<file path="src/rtl/xadc_pkg.sv">
// Shared XADC constants and the DRP reader state encoding.
package xadc_pkg;

  localparam int ADC_W  = 12;
  localparam int DRP_AW = 7;

  localparam logic [DRP_AW-1:0] XADC_ADDR_VPVN = 7'h03;
  localparam logic [DRP_AW-1:0] XADC_ADDR_AUX0 = 7'h10;
  localparam logic [DRP_AW-1:0] XADC_ADDR_AUX1 = 7'h11;

  typedef enum logic [1:0] {
    IDLE,
    REQ,
    WAIT,
    DONE
  } drp_rd_state_t;

endpackage

</file>
<file path="src/rtl/xadc_drp_reader_if.sv">
// XADC DRP port bundle; master is the reader, slave is the XADC primitive.
interface xadc_drp_reader_if;
  import xadc_pkg::*;

  logic              drp_den;
  logic              drp_dwe;
  logic [DRP_AW-1:0] drp_daddr;
  logic [15:0]       drp_di;
  logic [15:0]       drp_do;
  logic              drp_drdy;

  modport master (
    output drp_den, drp_dwe, drp_daddr, drp_di,
    input  drp_do, drp_drdy
  );

  modport slave (
    input  drp_den, drp_dwe, drp_daddr, drp_di,
    output drp_do, drp_drdy
  );

endinterface

</file>
<file path="src/rtl/drp_read_port.sv">
// Single DRP read: pulses den for one cycle on start, then waits for drdy or aborts.
// Latency: den one cycle after start; done/timeout combinational in the drdy/limit cycle.
// Backpressure: none; start must only be pulsed when no read is outstanding.
module drp_read_port
  import xadc_pkg::*;
#(
  parameter int TIMEOUT = 64
) (
  input  logic              clk,
  input  logic              rst_n,
  input  logic              start,
  input  logic [DRP_AW-1:0] addr,
  input  logic [15:0]       drp_do,
  input  logic              drp_drdy,
  output logic              den,
  output logic [DRP_AW-1:0] daddr,
  output logic [ADC_W-1:0]  rdata,
  output logic              done,
  output logic              timeout
);

  localparam int CNT_W = $clog2(TIMEOUT + 1);
  localparam logic [CNT_W-1:0] CNT_LIMIT = CNT_W'(TIMEOUT - 2);
  localparam logic [CNT_W-1:0] CNT_MAX   = CNT_W'(TIMEOUT - 1);

  logic             pend;
  logic             waiting;
  logic [CNT_W-1:0] cnt;
  logic             unused_lsbs;

  // drdy is only meaningful after the den cycle; drdy wins over the limit.
  assign waiting     = pend & ~den;
  assign done        = waiting & drp_drdy;
  assign timeout     = waiting & ~drp_drdy & (cnt == CNT_LIMIT);
  assign rdata       = drp_do[15:4];
  assign unused_lsbs = ^drp_do[3:0];

  always_ff @(posedge clk or negedge rst_n) begin
    if (!rst_n) begin
      den   <= 1'b0;
      daddr <= '0;
      cnt   <= '0;
      pend  <= 1'b0;
    end else begin
      den <= start;
      if (start) begin
        daddr <= addr;
        cnt   <= '0;
        pend  <= 1'b1;
      end else begin
        if (done || timeout)
          pend <= 1'b0;
        if (waiting && !drp_drdy && cnt != CNT_MAX)
          cnt <= cnt + 1'b1;
      end
    end
  end

endmodule

</file>
<file path="src/rtl/xadc_drp_reader.sv">
// Reads NUM_CH XADC result registers over DRP per trigger and emits them as one frame.
// Latency: sample_valid at T+1+NUM_CH*(k+1)+1 for trigger at T and drdy k cycles after each den.
// Backpressure: none; triggers arriving while busy are dropped and flagged on missed_trig.
module xadc_drp_reader
  import xadc_pkg::*;
#(
  parameter int                       NUM_CH   = 3,
  parameter logic [NUM_CH*DRP_AW-1:0] CH_ADDRS = {XADC_ADDR_AUX1, XADC_ADDR_AUX0, XADC_ADDR_VPVN},
  parameter int                       TIMEOUT  = 64
) (
  input  logic                    clk,
  input  logic                    rst_n,
  input  logic                    trigger,
  xadc_drp_reader_if.master       drp,
  output logic                    busy,
  output logic                    sample_valid,
  output logic [NUM_CH*ADC_W-1:0] sample_data,
  output logic                    timeout_err,
  output logic                    missed_trig
);

  localparam int IDX_W = (NUM_CH > 1) ? $clog2(NUM_CH) : 1;
  localparam logic [IDX_W-1:0] LAST = IDX_W'(NUM_CH - 1);

  drp_rd_state_t           state;
  logic [IDX_W-1:0]        idx;
  logic [IDX_W-1:0]        nxt_idx;
  logic                    start;
  logic                    rp_done;
  logic                    rp_timeout;
  logic [DRP_AW-1:0]       rp_addr;
  logic [ADC_W-1:0]        rp_rdata;
  logic [NUM_CH*ADC_W-1:0] stage;

  // Next read is issued in the same edge that enters REQ, so den lines up with REQ.
  always_comb begin
    start   = 1'b0;
    nxt_idx = '0;
    if (state == IDLE && trigger) begin
      start = 1'b1;
    end else if (state == WAIT && rp_done && idx != LAST) begin
      start   = 1'b1;
      nxt_idx = idx + 1'b1;
    end
  end

  assign rp_addr     = CH_ADDRS[DRP_AW*nxt_idx +: DRP_AW];
  assign busy        = (state != IDLE);
  assign missed_trig = trigger && (state != IDLE);

  assign drp.drp_dwe = 1'b0;
  assign drp.drp_di  = '0;

  drp_read_port #(
    .TIMEOUT (TIMEOUT)
  ) u_read_port (
    .clk      (clk),
    .rst_n    (rst_n),
    .start    (start),
    .addr     (rp_addr),
    .drp_do   (drp.drp_do),
    .drp_drdy (drp.drp_drdy),
    .den      (drp.drp_den),
    .daddr    (drp.drp_daddr),
    .rdata    (rp_rdata),
    .done     (rp_done),
    .timeout  (rp_timeout)
  );

  always_ff @(posedge clk or negedge rst_n) begin
    if (!rst_n) begin
      state        <= IDLE;
      idx          <= '0;
      stage        <= '0;
      sample_data  <= '0;
      sample_valid <= 1'b0;
      timeout_err  <= 1'b0;
    end else begin
      sample_valid <= 1'b0;
      timeout_err  <= 1'b0;
      case (state)
        IDLE: begin
          if (trigger) begin
            idx   <= '0;
            state <= REQ;
          end
        end
        REQ: state <= WAIT;
        WAIT: begin
          if (rp_done) begin
            stage[ADC_W*idx +: ADC_W] <= rp_rdata;
            if (idx == LAST) begin
              state <= DONE;
            end else begin
              idx   <= nxt_idx;
              state <= REQ;
            end
          end else if (rp_timeout) begin
            // Aborted frame: sample_data keeps the last complete frame.
            timeout_err <= 1'b1;
            state       <= IDLE;
          end
        end
        DONE: begin
          sample_data  <= stage;
          sample_valid <= 1'b1;
          state        <= IDLE;
        end
        default: state <= IDLE;
      endcase
    end
  end

endmodule

</file>
<file path="src/flat_wrapper.sv">
// flat-port wrapper written by rule: the top's interface ports become plain ports
module xadc_drp_reader_flat import xadc_pkg::*;
#(
  parameter int                       NUM_CH   = 3,
  parameter logic [NUM_CH*DRP_AW-1:0] CH_ADDRS = {XADC_ADDR_AUX1, XADC_ADDR_AUX0, XADC_ADDR_VPVN},
  parameter int                       TIMEOUT  = 64
)
  (clk, rst_n, trigger, busy, sample_valid, sample_data, timeout_err, missed_trig, drp_drp_den, drp_drp_dwe, drp_drp_daddr, drp_drp_di, drp_drp_do, drp_drp_drdy);
  xadc_drp_reader_if drp_i ();
  input  logic clk;
  input  logic rst_n;
  input  logic trigger;
  output logic busy;
  output logic sample_valid;
  output logic [NUM_CH*ADC_W-1:0] sample_data;
  output logic timeout_err;
  output logic missed_trig;
  output wire logic [$bits(drp_i.drp_den)-1:0] drp_drp_den;
  output wire logic [$bits(drp_i.drp_dwe)-1:0] drp_drp_dwe;
  output wire logic [$bits(drp_i.drp_daddr)-1:0] drp_drp_daddr;
  output wire logic [$bits(drp_i.drp_di)-1:0] drp_drp_di;
  input wire logic [$bits(drp_i.drp_do)-1:0] drp_drp_do;
  input wire logic [$bits(drp_i.drp_drdy)-1:0] drp_drp_drdy;
  assign drp_drp_den = drp_i.drp_den;
  assign drp_drp_dwe = drp_i.drp_dwe;
  assign drp_drp_daddr = drp_i.drp_daddr;
  assign drp_drp_di = drp_i.drp_di;
  assign drp_i.drp_do = drp_drp_do;
  assign drp_i.drp_drdy = drp_drp_drdy;
  xadc_drp_reader #(.NUM_CH(NUM_CH), .CH_ADDRS(CH_ADDRS), .TIMEOUT(TIMEOUT)) u_core (.clk(clk), .rst_n(rst_n), .trigger(trigger), .drp(drp_i), .busy(busy), .sample_valid(sample_valid), .sample_data(sample_data), .timeout_err(timeout_err), .missed_trig(missed_trig));
endmodule
</file>
<file path="config.mk">
export PLATFORM = sky130hd
export DESIGN_NAME = xadc_drp_reader_flat
export DESIGN_NICKNAME = d
export VERILOG_FILES = /design/src/rtl/xadc_pkg.sv /design/src/rtl/xadc_drp_reader_if.sv /design/src/rtl/drp_read_port.sv /design/src/rtl/xadc_drp_reader.sv /design/src/flat_wrapper.sv
export SDC_FILE = /design/constraint.sdc
export NUM_CORES = 1
export LEC_CHECK = 0
export CORE_MARGIN = 2
export CORE_UTILIZATION = 48
export CTS_BUF_LIST = sky130_fd_sc_hd__clkbuf_4
export CTS_CLUSTER_DIAMETER = 150
export DETAILED_ROUTE_END_ITERATION = 12
export PLACE_DENSITY = 0.8
export SETUP_SLACK_MARGIN = 0.02
export SYNTH_ARGS = -nofsm -noshare
export SYNTH_HDL_FRONTEND = slang
export SYNTH_SLANG_ARGS = --single-unit
</file>
<file path="constraint.sdc">
create_clock -name clk -period 2.5 [get_ports clk]
set_clock_uncertainty 0.1 [all_clocks]
set_input_delay 0.625 -clock clk [delete_from_list [all_inputs] [get_ports clk]]
set_output_delay 0.625 -clock clk [all_outputs]
set_load 0.02 [all_outputs]
</file>
==> results of run 1 <==
==> worst max-delay path, cell delays in order, from the launching register on <==
cell,delay (ps)
sky130_fd_sc_hd__dfrtp_1,450
sky130_fd_sc_hd__nor2_2,170
sky130_fd_sc_hd__inv_1,70
sky130_fd_sc_hd__and2_1,150
sky130_fd_sc_hd__dlygate4sd2_1,310
==> power by group through the flow <==
| stage | Combinational, mW | Sequential (mW) | Clock (mW) |
|---|---|---|---|
| after floorplan | 0.0662 | 1.48 | 0 |
| after global placement | 0.120 | 1.48 | 0 |
| after detailed placement | 0.121 | 1.48 | 0 |
| after CTS | 0.121 | 1.46 | 0.739 |
| after global routing | 0.129 | 1.46 | 0.802 |
| final | 0.119 | 1.46 | 0.715 |
==> state kept, by name (all words and copies together) (netlist names) <==
name,count
u_core.state,2
u_core.sample_valid,1
u_core.u_read_port.daddr,3
u_core.idx,2
u_core.u_read_port.den,1
u_core.timeout_err,1
u_core.sample_data,36
u_core.u_read_port.cnt,7
u_core.u_read_port.pend,1
u_core.stage,36
==> routing by layer <==
layer	global-route usage	up-vias	part of all wire
met3	0.0374	12	0.038
li1	-	1360	-
met4	0.0758	0	0.017
met1	0.250	1397	0.46
met2	0.283	57	0.48
met5	0	-	0
==> stage by stage <==
step,cells,hold WS (ps)
2_1_floorplan,368,229
6_report,529,75.5
5_1_grt,529,87.6
3_5_place_dp,513,371
4_1_cts,529,84.2
3_3_place_gp,513,364
==> logic make-up (layout without fill, tap and decap cells) <==
group	count (synthesis)	count (layout)	share of synthesized area
buffers and inverters	46	102	0.0635
other	1	21	0.000901
adder cells (fa/ha/maj)	8	8	0.0241
flip-flops	90	90	0.541
multiplexers	48	48	0.128
AO/OA/AOI/OAI	72	72	0.122
XOR/XNOR	3	3	0.00632
AND/OR/NAND/NOR	80	80	0.113
==> final cells by class <==
type                    instances  area, um2  area share
flip-flops and latches         90       2250       0.451
inverters                       9       33.8     0.00676
clock inverters                 7       52.6      0.0105
well taps                     105        131      0.0263
repair buffers                 77        737       0.148
multi-input cells             232       1720       0.345
clock buffers                   9       67.6      0.0135
==> cells in the mapped netlist, drive strengths merged, types with 8 or more instances <==
cell type and instances:
nor2 10, o31ai 10, o21ai 14, mux2 42, dfrtp 90, a21oi 15
ha 8, buf 31, inv 8, nand2 34, a22o 18
==> cells in the final DEF (no fill, tap or decap), drive strengths merged, types with 3 or more instances in the layout <==
cell type | Yosys | layout
and3 | 4 | 4
a211oi | 4 | 4
nor2 | 10 | 10
clkdlybuf4s50 | 0 | 56
o211ai | 3 | 3
mux2i | 6 | 6
nand2 | 34 | 34
mux2 | 42 | 42
a21oi | 15 | 15
nand3 | 6 | 6
o21ai | 14 | 14
nor3b | 3 | 3
dfrtp | 90 | 90
a22o | 18 | 18
clkbuf | 6 | 9
a32oi | 4 | 4
o31ai | 10 | 10
nand2b | 3 | 3
buf | 31 | 19
nand4 | 6 | 6
inv | 8 | 10
clkinv | 1 | 5
ha | 8 | 8
conb | 1 | 21
==> worst paths after layout <==
| kind | start | endpoint | cells past startpoint |
|---|---|---|---|
| max | u_core.state[0] | missed_trig | 4 |
| min | rst_n | u_core.sample_data[15] | 2 |
| max reg2reg | u_core.idx[1] | u_core.stage[10] | 6 |
| min reg2reg | u_core.stage[8] | u_core.stage[8] | 2 |
| max in group asynchronous | rst_n | u_core.stage[4] | 2 |
| min in group clk | u_core.stage[8] | u_core.stage[8] | 2 |
==> timing repair <==
item,CTS,global route
setup buffers,0,0
endpoints found under the hold margin,0,0
resized for setup,2,1
setup endpoints to repair,1,1
==> impl.org, run 1 <==
** Outcome
- The flow ran to the end, and the final reports show no timing, DRC or antenna violations.

** Synthesis
- Count of synthesis-stage warnings from yosys :: 0
- Area contributors post-synth :: sky130_fd_sc_hd__dfrtp_1, sky130_fd_sc_hd__mux2_2, sky130_fd_sc_hd__a22o_1
- Total of flip-flops plus latches after synthesis :: 90
- In the synthesized netlist, the number of instances is 348.
- The average instance in the mapped netlist occupies 12.0 um2.
- Among all flip-flop cells after synthesis, the most frequent one is sky130_fd_sc_hd__dfrtp_1.
- Summing every instance area after synthesis gives 4160 um2.
- Leading area contributor after synthesis :: sky130_fd_sc_hd__dfrtp_1
- The share of synthesized area in the top cell type comes to 0.541.
- Post-synthesis sequential area ratio :: 0.541
- After synthesis, the share of flip-flops with an asynchronous set or reset is 1.00.
- Yosys mapped a number of flops with a built-in enable equal to 0.
- Number of unique standard cell types used by synthesis :: 50

** Power and ir drop
- Of the total power, registers draw 0.636.
- Standby leakage power :: 2.31 nW
- Total power for the finished layout comes to ~2.3 mW.
- Psw :: 0.586 mW
- Max IR drop VDD :: 0.000193 V
- Internal power contribution :: 1.70 mW
- Of the total power, the share spent switching nets is 0.256.
- Dividing total power by cell area gives a power density of 458 nW/um2.
- Of the total power, the clock network draws 0.312.
- Combinational cell fraction of total power :: 0.052

** Route
- After detailed routing, the number of vias per cell comes to 5.34.
- Remaining antenna violation count after routing :: 0
- TritonRoute pass-1 iters :: 4
- Vias post-DR :: 2826
- Detailed Route WL :: between 8000 and 9000 um
- In the final routed layout, each cell accounts on average for 15.5 um.
- In the routed design, unresolved DRC markers number 0.
- DR iter-0 viols :: 137

** Floorplan
- Initial Utilization :: 0.501
- Site row count :: 33
- The floorplan step set the die height to a little under 100 um.
- The floorplan step defined a die boundary enclosing ~9400 um2.
- In this run the count of I/O pins placed on the die edge is 85.
- Placeable core region :: 8300 um2
- The die is 97.1 um wide.

** Critical path
- STA classifies the critical path endpoint as an output port.
- Arrival time reported for the critical path endpoint :: approximately 1600 ps
- Kind of critical path :: reg -> out
- At the worst endpoint, the required time is 1770 ps.
- Register-to-register setup slack :: 250 ps
- Category of the worst setup path launch point :: register
- Max FO, Critical Path :: 5

** Global routing
- Global-route wire length before repair :: 13700 um
- For this run, the total global-route usage over all layers was measured as 0.182.
- Number of global-route vias before repair :: 2736
- Entering global routing, the biggest net connects 91 pins.
- Gr ovfl total :: 0
- Number of antenna violations at the first check in global routing :: 0

** Layout
- Final-layout fill cell count :: 708
- Number of nets in the layout :: approximately 450
- Fraction of the core area covered by cells at the end of the flow :: 0.602
- Antenna cell count :: 0
- Share of layout cells above drive strength 1 :: 0.212
- Compared with the post-synthesis result, the final layout area differs by 20.1%.
- Design Area, Final :: about 5000 um2

** Clock tree
- At the later pin of the worst-skew pair, clock insertion delay measures about 440 ps.
- CTS H-tree lvls :: 3
- The cell sitting at the root of the clock tree is a sky130_fd_sc_hd__clkbuf_4.
- TritonCTS built the clock tree.
- Number of clock sinks :: 90
- CTS Hold Bufs :: 0
- Cts bufs inserted :: 9
- Clock-pin slew reported for the worst setup and hold paths after clock tree synthesis :: 150 ps
- Maximum buffer depth of the clock tree :: 2

** Placed design
- At the end of routability-driven placement, the weighted congestion stood at 0.782.
- Cell area after placement :: 4870 um2
- Port buffering added 59 buffers.
- Before CTS, the worst setup slack after placement is -29.6 ps.
- HPWL Detailed :: approximately 6000 um

** Timing
- The worst pin sits at a relative slew slack of 0.556.
- The number of hold-slack violations in the final timing report is 0.
- Slew at the pin closest to its max-slew limit :: 664 ps
- Achievable clock frequency :: between 0.4 and 0.5 GHz
- Setup_tns :: 0 ps
- Number of endpoints failing setup at the final stage :: 0
- Final critical-path setup slack :: between 150 and 200 ps
- Setup repair after global routing left no endpoint under its margin.
- The clock period could shrink to between 2000 and 2500 ps.
- Dividing the final minimum period by the clock period gives 0.929.
- Final count of pins violating max slew :: 0

** Min path
- The min-delay analysis places its worst path in the category in -> async.

** Job
- Max-cap violation count :: 0
No activity file was read; power rests on OpenSTA's default activity.
==> run 2, diff against run 1 <==
--- a/config.mk
+++ b/config.mk
@@ -5,7 +5,7 @@
 export SDC_FILE = /design/constraint.sdc
 export NUM_CORES = 1
 export LEC_CHECK = 0
-export CORE_MARGIN = 2
+export CORE_MARGIN = 4
 export CORE_UTILIZATION = 48
 export CTS_BUF_LIST = sky130_fd_sc_hd__clkbuf_4
 export CTS_CLUSTER_DIAMETER = 150
==> run 2 against run 1 <==
Via count is 0.42% lower. Maximum frequency is 0.43% higher. Sequential share of layout area is 0.21 points lower. Combinational power hardly changed. Power is 5.2% higher. Wire length hardly changed. Worst hold slack better by 320 ps. Global-route usage is 1.3 points lower. Critical path depth stayed put. Design area is 0.48% higher.
==> impl.org, run 2 (synthesis gave the netlist of run 1 again) <==
** Layout
- Design Area, Final :: 5020 um2
- Area growth from synthesis to layout :: 20.7%
- Most used cells in the layout excluding fill and tap cells :: sky130_fd_sc_hd__dfrtp_1, sky130_fd_sc_hd__clkdlybuf4s50_1, sky130_fd_sc_hd__mux2_2
- Share of layout cells above drive strength 1 :: 0.208
- Non-filler instance count after layout :: 528
- Antenna cell count :: 0
- For this run, the post-layout net count is 446.
- Most frequent standard cell in the layout excluding fill and tap cells :: sky130_fd_sc_hd__dfrtp_1
- In the final layout, the registers with the most flip-flops are u_core.sample_data (36), u_core.stage (36), u_core.u_read_port.cnt (7).

** Min path
- Endpoint, Worst Hold :: u_core.stage[20]
- The worst hold path passes through 2 cells.
- The worst hold path begins at u_core.stage[20].
- The min-delay analysis places its worst path in the category reg -> reg.

** Floorplan
- 85 I/O pins were placed.
- The floorplan step defined a die boundary enclosing about 10000 um2.
- The die is 101 um tall.
- Placeable core region :: 8340 um2
- Measured along the x axis, the die boundary spans 101 um.
- In this run the core area contains 33 standard-cell rows.
- For this configuration, the core starts out at a cell density of 0.499.

** Clock tree
- Clock-pin slew reported for the worst setup and hold paths after clock tree synthesis :: roughly 140 ps
- Maximum buffer depth of the clock tree :: 2
- Clk_lat worst skew :: between 400 and 500 ps
- Number of clock sinks :: 90
- The tree is rooted in a sky130_fd_sc_hd__clkbuf_4.
- Buffers inserted by post-CTS timing repair :: 0
- Cts bufs inserted :: 9
- CTS H-tree lvls :: 3
- TritonCTS clock tree :: done

** Timing
- Hold Fails Final Rpt :: 0
- Hold is met by between 300 and 400 ps.
- Final worst path period need :: 2310 ps
- After layout, the worst setup slack is between 150 and 200 ps.
- Slew at the pin closest to its max-slew limit :: ~640 ps
- For this run, the top clock speed supported by timing is 0.432 GHz.
- Setup repair after global routing left no endpoint under its margin.
- Number of endpoints failing setup at the final stage :: 0
- The max-slew violation count is 0.
- In this run the tightest slew margin relative to its limit is 0.567.
- Adding up every negative setup slack in the final design gives 0 ps.
- In the finished design, the share of the clock period the worst path needs comes to 0.925.

** Placed design
- The congestion estimate from routability-driven global placement came to 0.779.
- The placed instances occupy a cell area of 4860 um2.
- Count of port buffers added during placement :: 59
- The number of placed instances, taps included, is 511.
- Summed over all nets, the half-perimeter wirelength after detailed placement is 5990 um.
- OpenSTA, run right after detailed placement, puts the worst setup slack at -43.6 ps.

** Global routing
- Entering global routing, the biggest net connects 39 pins.
- Number of antenna violations at the first check in global routing :: 0
- After global routing the overflow that remains totals 0.
- Number of global-route vias before repair :: 2778
- Global-route wire length before repair :: 13700 um
- Global-route usage over all layers :: 0.169

** Job
- Max-cap violations in this run came to 0.

** Critical path
- Category of the worst setup path launch point :: register
- The worst register-to-register path has a depth of 6.
- Walking the worst path, the cells encountered are nor2_2, inv_1, and2_1, dlygate4sd2_1.
- In this run the critical register-to-register path is launched from u_core.idx[1].
- Max FO, Critical Path :: 5
- The worst setup path is captured at an output port.
- The worst setup path is of the reg -> out kind.
- WP data required :: ~1800 ps
- Data on the critical path arrives at its endpoint at 1590 ps.
- Register-to-register setup slack :: roughly 270 ps
- CP max stage delay :: between 400 and 500 ps
- Endpoint of the worst register-to-register path :: u_core.stage[30]
- Worst-path cell with the longest stage delay :: sky130_fd_sc_hd__dfrtp_1

** Route
- After detailed routing, the average wire length per cell comes to 15.5 um.
- Before antenna repair, the detailed router went through 5 iterations.
- The detailed router placed 2814 vias in this run.
- In the routed design, unresolved DRC markers number 0.
- Remaining antenna violation count after routing :: 0
- Dividing the detail-routed via count by the number of cells gives 5.33.
- DR iter-0 viols :: about 200
- Detailed Route WL :: 8190 um

** Power and ir drop
- Standby leakage power :: 2.32 nW
- IR analysis of the VDD net gives a maximum drop of 0.000352 V.
- Power density over cell area :: approximately 480 nW/um2

** Outcome
- The run finished with clean final reports.
run 2: where the power goes:
| part | internal (mW) | total, mW | switching (mW) | leakage, nW |
|---|---|---|---|---|
| Sequential | 1.46 | 1.46 | 0 | 1.24 |
| Combinational | 0.0369 | 0.118 | 0.0815 | 1.00 |
| Clock | 0.328 | 0.834 | 0.506 | 0.0751 |
| Total | 1.82 | 2.41 | 0.588 | 2.32 |
run 2: per-layer routing:
layer	global-route usage	vias up	wire length [um]
met5	0	-	0
met4	0.0389	0	74
met3	0.0401	10	448
met2	0.273	78	3960
met1	0.233	1373	3710
li1	-	1353	-
run 2: worst max-delay path by stage:
stage / from / endpoint
6_report: u_core.state[0] / missed_trig
5_1_grt: u_core.state[0] / missed_trig
4_1_cts: u_core.state[0] / busy
3_5_place_dp: trigger / missed_trig
3_3_place_gp: trigger / missed_trig
2_1_floorplan: u_core.idx[0] / u_core.u_read_port.daddr[4]
run 2: what timing repair did:
item | 4_1_cts | 5_1_grt
endpoints found under the setup margin | 1 | 1
gates resized for setup | 2 | 1
hold buffers | 1 | 0
endpoints found under the hold margin | 27 | 0
run 2: final cells by class:
cell class | instances | area, um2
clock inverters | 6 | 73.8
clock buffers | 10 | 75.1
fillers | 681 | 3320
inverters | 9 | 33.8
repair buffers | 76 | 732
well taps | 105 | 131
multi-input cells | 232 | 1720
flip-flops and latches | 90 | 2250
run 2: worst max-delay path: cells and delay by family, from the launching register on:
kind	cells	cell delay, ps
buf+inv	2	390
simple gates	2	330
flops	1	440
run 2: through the flow:
| stage | total power [mW] | util |
|---|---|---|
| global route | 2.50 | 0.602 |
| finish | 2.41 | 0.602 |
| CTS | 2.43 | 0.602 |
| floorplan | 1.55 | - |
| global placement | 1.60 | 0.582 |
| detailed placement | 1.60 | 0.582 |
==> run 3, diff against run 2 <==
--- a/config.mk
+++ b/config.mk
@@ -6,12 +6,13 @@
 export NUM_CORES = 1
 export LEC_CHECK = 0
 export CORE_MARGIN = 4
-export CORE_UTILIZATION = 48
+export CORE_UTILIZATION = 49
 export CTS_BUF_LIST = sky130_fd_sc_hd__clkbuf_4
 export CTS_CLUSTER_DIAMETER = 150
 export DETAILED_ROUTE_END_ITERATION = 12
-export PLACE_DENSITY = 0.8
+export PLACE_DENSITY = 0.81
 export SETUP_SLACK_MARGIN = 0.02
 export SYNTH_ARGS = -nofsm -noshare
 export SYNTH_HDL_FRONTEND = slang
+export SYNTH_HIERARCHICAL = 1
 export SYNTH_SLANG_ARGS = --single-unit
==> run 3 against run 2 <==
Highest routed layer unchanged. Sequential power grew 36%. Clock power is 7.4% lower. Count of clock-buffer cells in the layout down 1. Wire length grew 3.5%. First-iteration DRC count down 47%. Setup slack got worse by 22 ps. Via count rose by 1.9%. Worst hold slack improved by 12 ps. Largest cell class unchanged. Critical endpoint unchanged. Non-clock buffer count up 8. Area after synthesis is 5.4% higher.
==> impl.org, run 3 <==
** Outcome
- The run finished with clean final reports.

** Synthesis
- The cell area that synthesis handed to floorplanning was about 4400 um2.
- Yosys attributes the largest share of cell area to sky130_fd_sc_hd__dfrtp_1, sky130_fd_sc_hd__mux2_1, sky130_fd_sc_hd__buf_4.
- Yosys mapped a number of flops with a built-in enable equal to 0.
- Synthesis produced 356 cells.
- Post-synthesis sequential area ratio :: 0.536
- Most frequent cell after synthesis :: sky130_fd_sc_hd__dfrtp_1
- Total of flip-flops plus latches after synthesis :: 94
- Leading register cell type out of synthesis :: sky130_fd_sc_hd__dfrtp_1
- Number of unique standard cell types used by synthesis :: 52
- Top post-synthesis cells by count :: sky130_fd_sc_hd__dfrtp_1, sky130_fd_sc_hd__buf_4, sky130_fd_sc_hd__mux2_1, sky130_fd_sc_hd__a22o_1, sky130_fd_sc_hd__nand2_1
- Mean area per synthesized cell :: 12.3 um2
- The biggest area contributor in the post-synthesis netlist is sky130_fd_sc_hd__dfrtp_1.
- Of all flip-flops after synthesis, the portion carrying an async set or reset was 1.00.
- Fraction of post-synthesis cell area in the top cell type by area :: 0.536
- Yosys printed 6 warnings.

** Timing
- Final worst path period need :: 2330 ps
- Final count of pins violating max slew :: 0
- Achievable clock frequency :: between 0.4 and 0.5 GHz
- Number of endpoints failing setup at the final stage :: 0
- Setup repair after global routing left no endpoint under its margin.
- Of the available clock period, the critical path in the final layout requires 0.934.
- Hold Fails Final Rpt :: 0

** Clock tree
- Clk_lat worst skew :: 440 ps
- Buffers inserted by post-CTS timing repair :: 0
- CTS H-tree lvls :: 3
- No sink is reached through more buffers than the 2 on the longest clock path.
- TritonCTS clock tree :: done
- Cts bufs inserted :: 9
- Clock-pin slew was measured on the worst setup and hold paths at 160 ps.
- Number of clock sinks :: 94
- The cell sitting at the root of the clock tree is a sky130_fd_sc_hd__clkbuf_4.

** Route
- The detail route stage leaves a number of antenna-violating nets equal to 0.
- After detailed routing, the average wire length per cell comes to 15.8 um.
- The final layout contains routed wiring with a total length of 8470 um.
- After detailed routing, the number of vias per cell comes to approximately 5.3.
- DR iter-0 viols :: 105
- The first TritonRoute pass finished after 4 iterations.
- Total DRC errors in the routed layout :: 0
- Vias post-DR :: ~2900

** Floorplan
- Site row count :: 34
- In this run the horizontal extent of the chip is 103 um.
- Initial Utilization :: 0.503
- Pin placement for this block handled 85 I/O pins.
- In this run the vertical extent of the chip is 103 um.
- Die ar. :: 10500 um2
- The core region is 8720 um2.

** Critical path
- WP data required :: 1770 ps
- For the worst flop-to-flop path, the logic depth is 5.
- The setup check on the worst reg-to-reg path leaves a slack of 420 ps.
- Worst-path cell with the longest stage delay :: sky130_fd_sc_hd__dfrtp_1
- In this design, the stage delay of the slowest critical-path cell is 400 ps.
- In this run the worst path has a maximum fanout of 2.
- Origin of the critical flop-to-flop path :: u_core/idx[1]
- Buffers and inverters on the worst path :: 1
- The worst setup path is captured at an output port.
- On the critical path the largest part of the delay comes from simple AND/OR/NAND/NOR gates.
- The worst setup path is of the reg -> out kind.
- In this run the number of cells on the critical path is 3.
- Arrival time reported for the critical path endpoint :: 1610 ps
- Category of the worst setup path launch point :: register
- Critical Path, Cell by Cell :: or2_2, and2_1, dlygate4sd2_1
- Endpoint of the worst register-to-register path :: u_core/stage[6]

** Min path
- The path class of the tightest hold or removal check is reg -> reg.
- Along the worst hold path, the cell count comes to 2.
- Hold path startpoint :: u_core/stage[27]
- Endpoint, Worst Hold :: u_core/stage[27]

** Layout
- Leaving out fill and tap cells, the most frequent cell in the layout is sky130_fd_sc_hd__dfrtp_1.
- Most used cells in the layout excluding fill and tap cells :: sky130_fd_sc_hd__dfrtp_1, sky130_fd_sc_hd__clkdlybuf4s50_1, sky130_fd_sc_hd__mux2_1
- The number of antenna diodes in the final layout is 0.
- Number of nets in the layout :: around 450
- Compared with the post-synthesis result, the final layout area differs by 18.9%.
- Biggest registers after layout :: u_core/sample_data (36), u_core/stage (36)
- Share of layout cells above drive strength 1 :: 0.140
- Fraction of the core area covered by cells at the end of the flow :: 0.598

** Power and ir drop
- VDD sags by at most ~0.00071 V.
- For this design the static power due to leakage is 2.43 nW.
- Sum of internal, switching and leakage power :: approximately 4.8 mW
- Power density over cell area :: ~900 nW/um2

** Job
- Max-cap violation count :: 0

** Global routing
- Global-route usage over all layers :: 0.173
- The first global-routing pass estimated 14400 um of wire.
- Gr ovfl total :: 0
- The number of antenna violations at the first check in global routing was 0.
- Entering global routing, the biggest net connects 52 pins.
- The number of global-route vias before repair was 2937.

** Placed design
- HPWL Detailed :: around 6400 um
- Final GP Congestion :: between 0.8 and 0.9
- The count of buffers added on input and output ports is 63.
[run 3: cell count changes after synthesis, sizes merged, moves of 4 or more]
| cell | change |
|---|---|
| a21oi | -8 |
| nor4bb | +4 |
| dfrtp | +4 |
| nor2 | +4 |
| o31ai | -5 |
| nand2 | -14 |
| nand4 | -5 |
| buf | +14 |
| mux2 | +4 |
[run 3: cell families after synthesis]
group	synth area share
flip-flops	0.536
AND/OR/NAND/NOR	0.107
AO/OA/AOI/OAI	0.112
buffers and inverters	0.0827
multiplexers	0.139
adder cells (fa/ha/maj)	0.0228
other	0.000855
[run 3: area by class of cell]
cell class | instances | area [um2]
inverters | 9 | 33.8
repair buffers | 84 | 815
clock inverters | 7 | 65.1
multi-input cells | 225 | 1750
fillers | 709 | 3510
flip-flops and latches | 94 | 2350
well taps | 108 | 135
clock buffers | 9 | 67.6
[run 3: where the power goes]
part / internal [mW] / switching, mW / leakage [nW]
sequential: 1.81 / 0.176 / 1.26
clock: 0.231 / 0.541 / 0.0762
combinational: 0.943 / 1.05 / 1.09
total: 2.98 / 1.77 / 2.43
[run 3: worst reg2reg max path, cell delays in order, from the launching register on]
cell and delay, ps:
sky130_fd_sc_hd__dfrtp_1 430, sky130_fd_sc_hd__inv_1 110, sky130_fd_sc_hd__ha_1 360, sky130_fd_sc_hd__nor4b_2 420, sky130_fd_sc_hd__and3_1 430, sky130_fd_sc_hd__a22o_1 190
[run 3: timing repair]
action	in CTS	in global routing
hold buffers	1	0
hold endpoints to repair	16	0
endpoints found under the setup margin	1	1
resized for setup	1	1
[run 3: worst max path at each step]
stage                    startpoint                           to  slack (ps)
floorplan             u_core/idx[0]  u_core/u_read_port/daddr[4]         130
global placement            trigger                  missed_trig         -40
detailed placement          trigger                  missed_trig         -50
CTS                 u_core/state[1]                         busy          60
global route        u_core/state[1]                  missed_trig          70
finish              u_core/state[1]                  missed_trig         170
[run 3: stage by stage]
| stage | setup TNS [ps] | hold slack [ps] | instance area [um2] | cells | setup slack [ps] |
|---|---|---|---|---|---|
| after global routing | 0 | 422 | 5220 | 536 | 65.4 |
| final | 0 | 404 | 5220 | 536 | 166 |
| after detailed placement | -49.7 | 368 | 5070 | 519 | -49.7 |
| after floorplan | 0 | 229 | 4460 | 376 | 135 |
| after CTS | 0 | 402 | 5210 | 536 | 58.5 |
| after global placement | -37.7 | 363 | 5070 | 519 | -37.7 |
[run 3: layer usage]
layer  global-route usage  vias up  wire length (um)
met5                    0        -                 0
li1                     -     1373                 -
met4               0.0565        0               130
met3               0.0406       11               418
met2                0.297       74              4340
met1                0.217     1409              3580
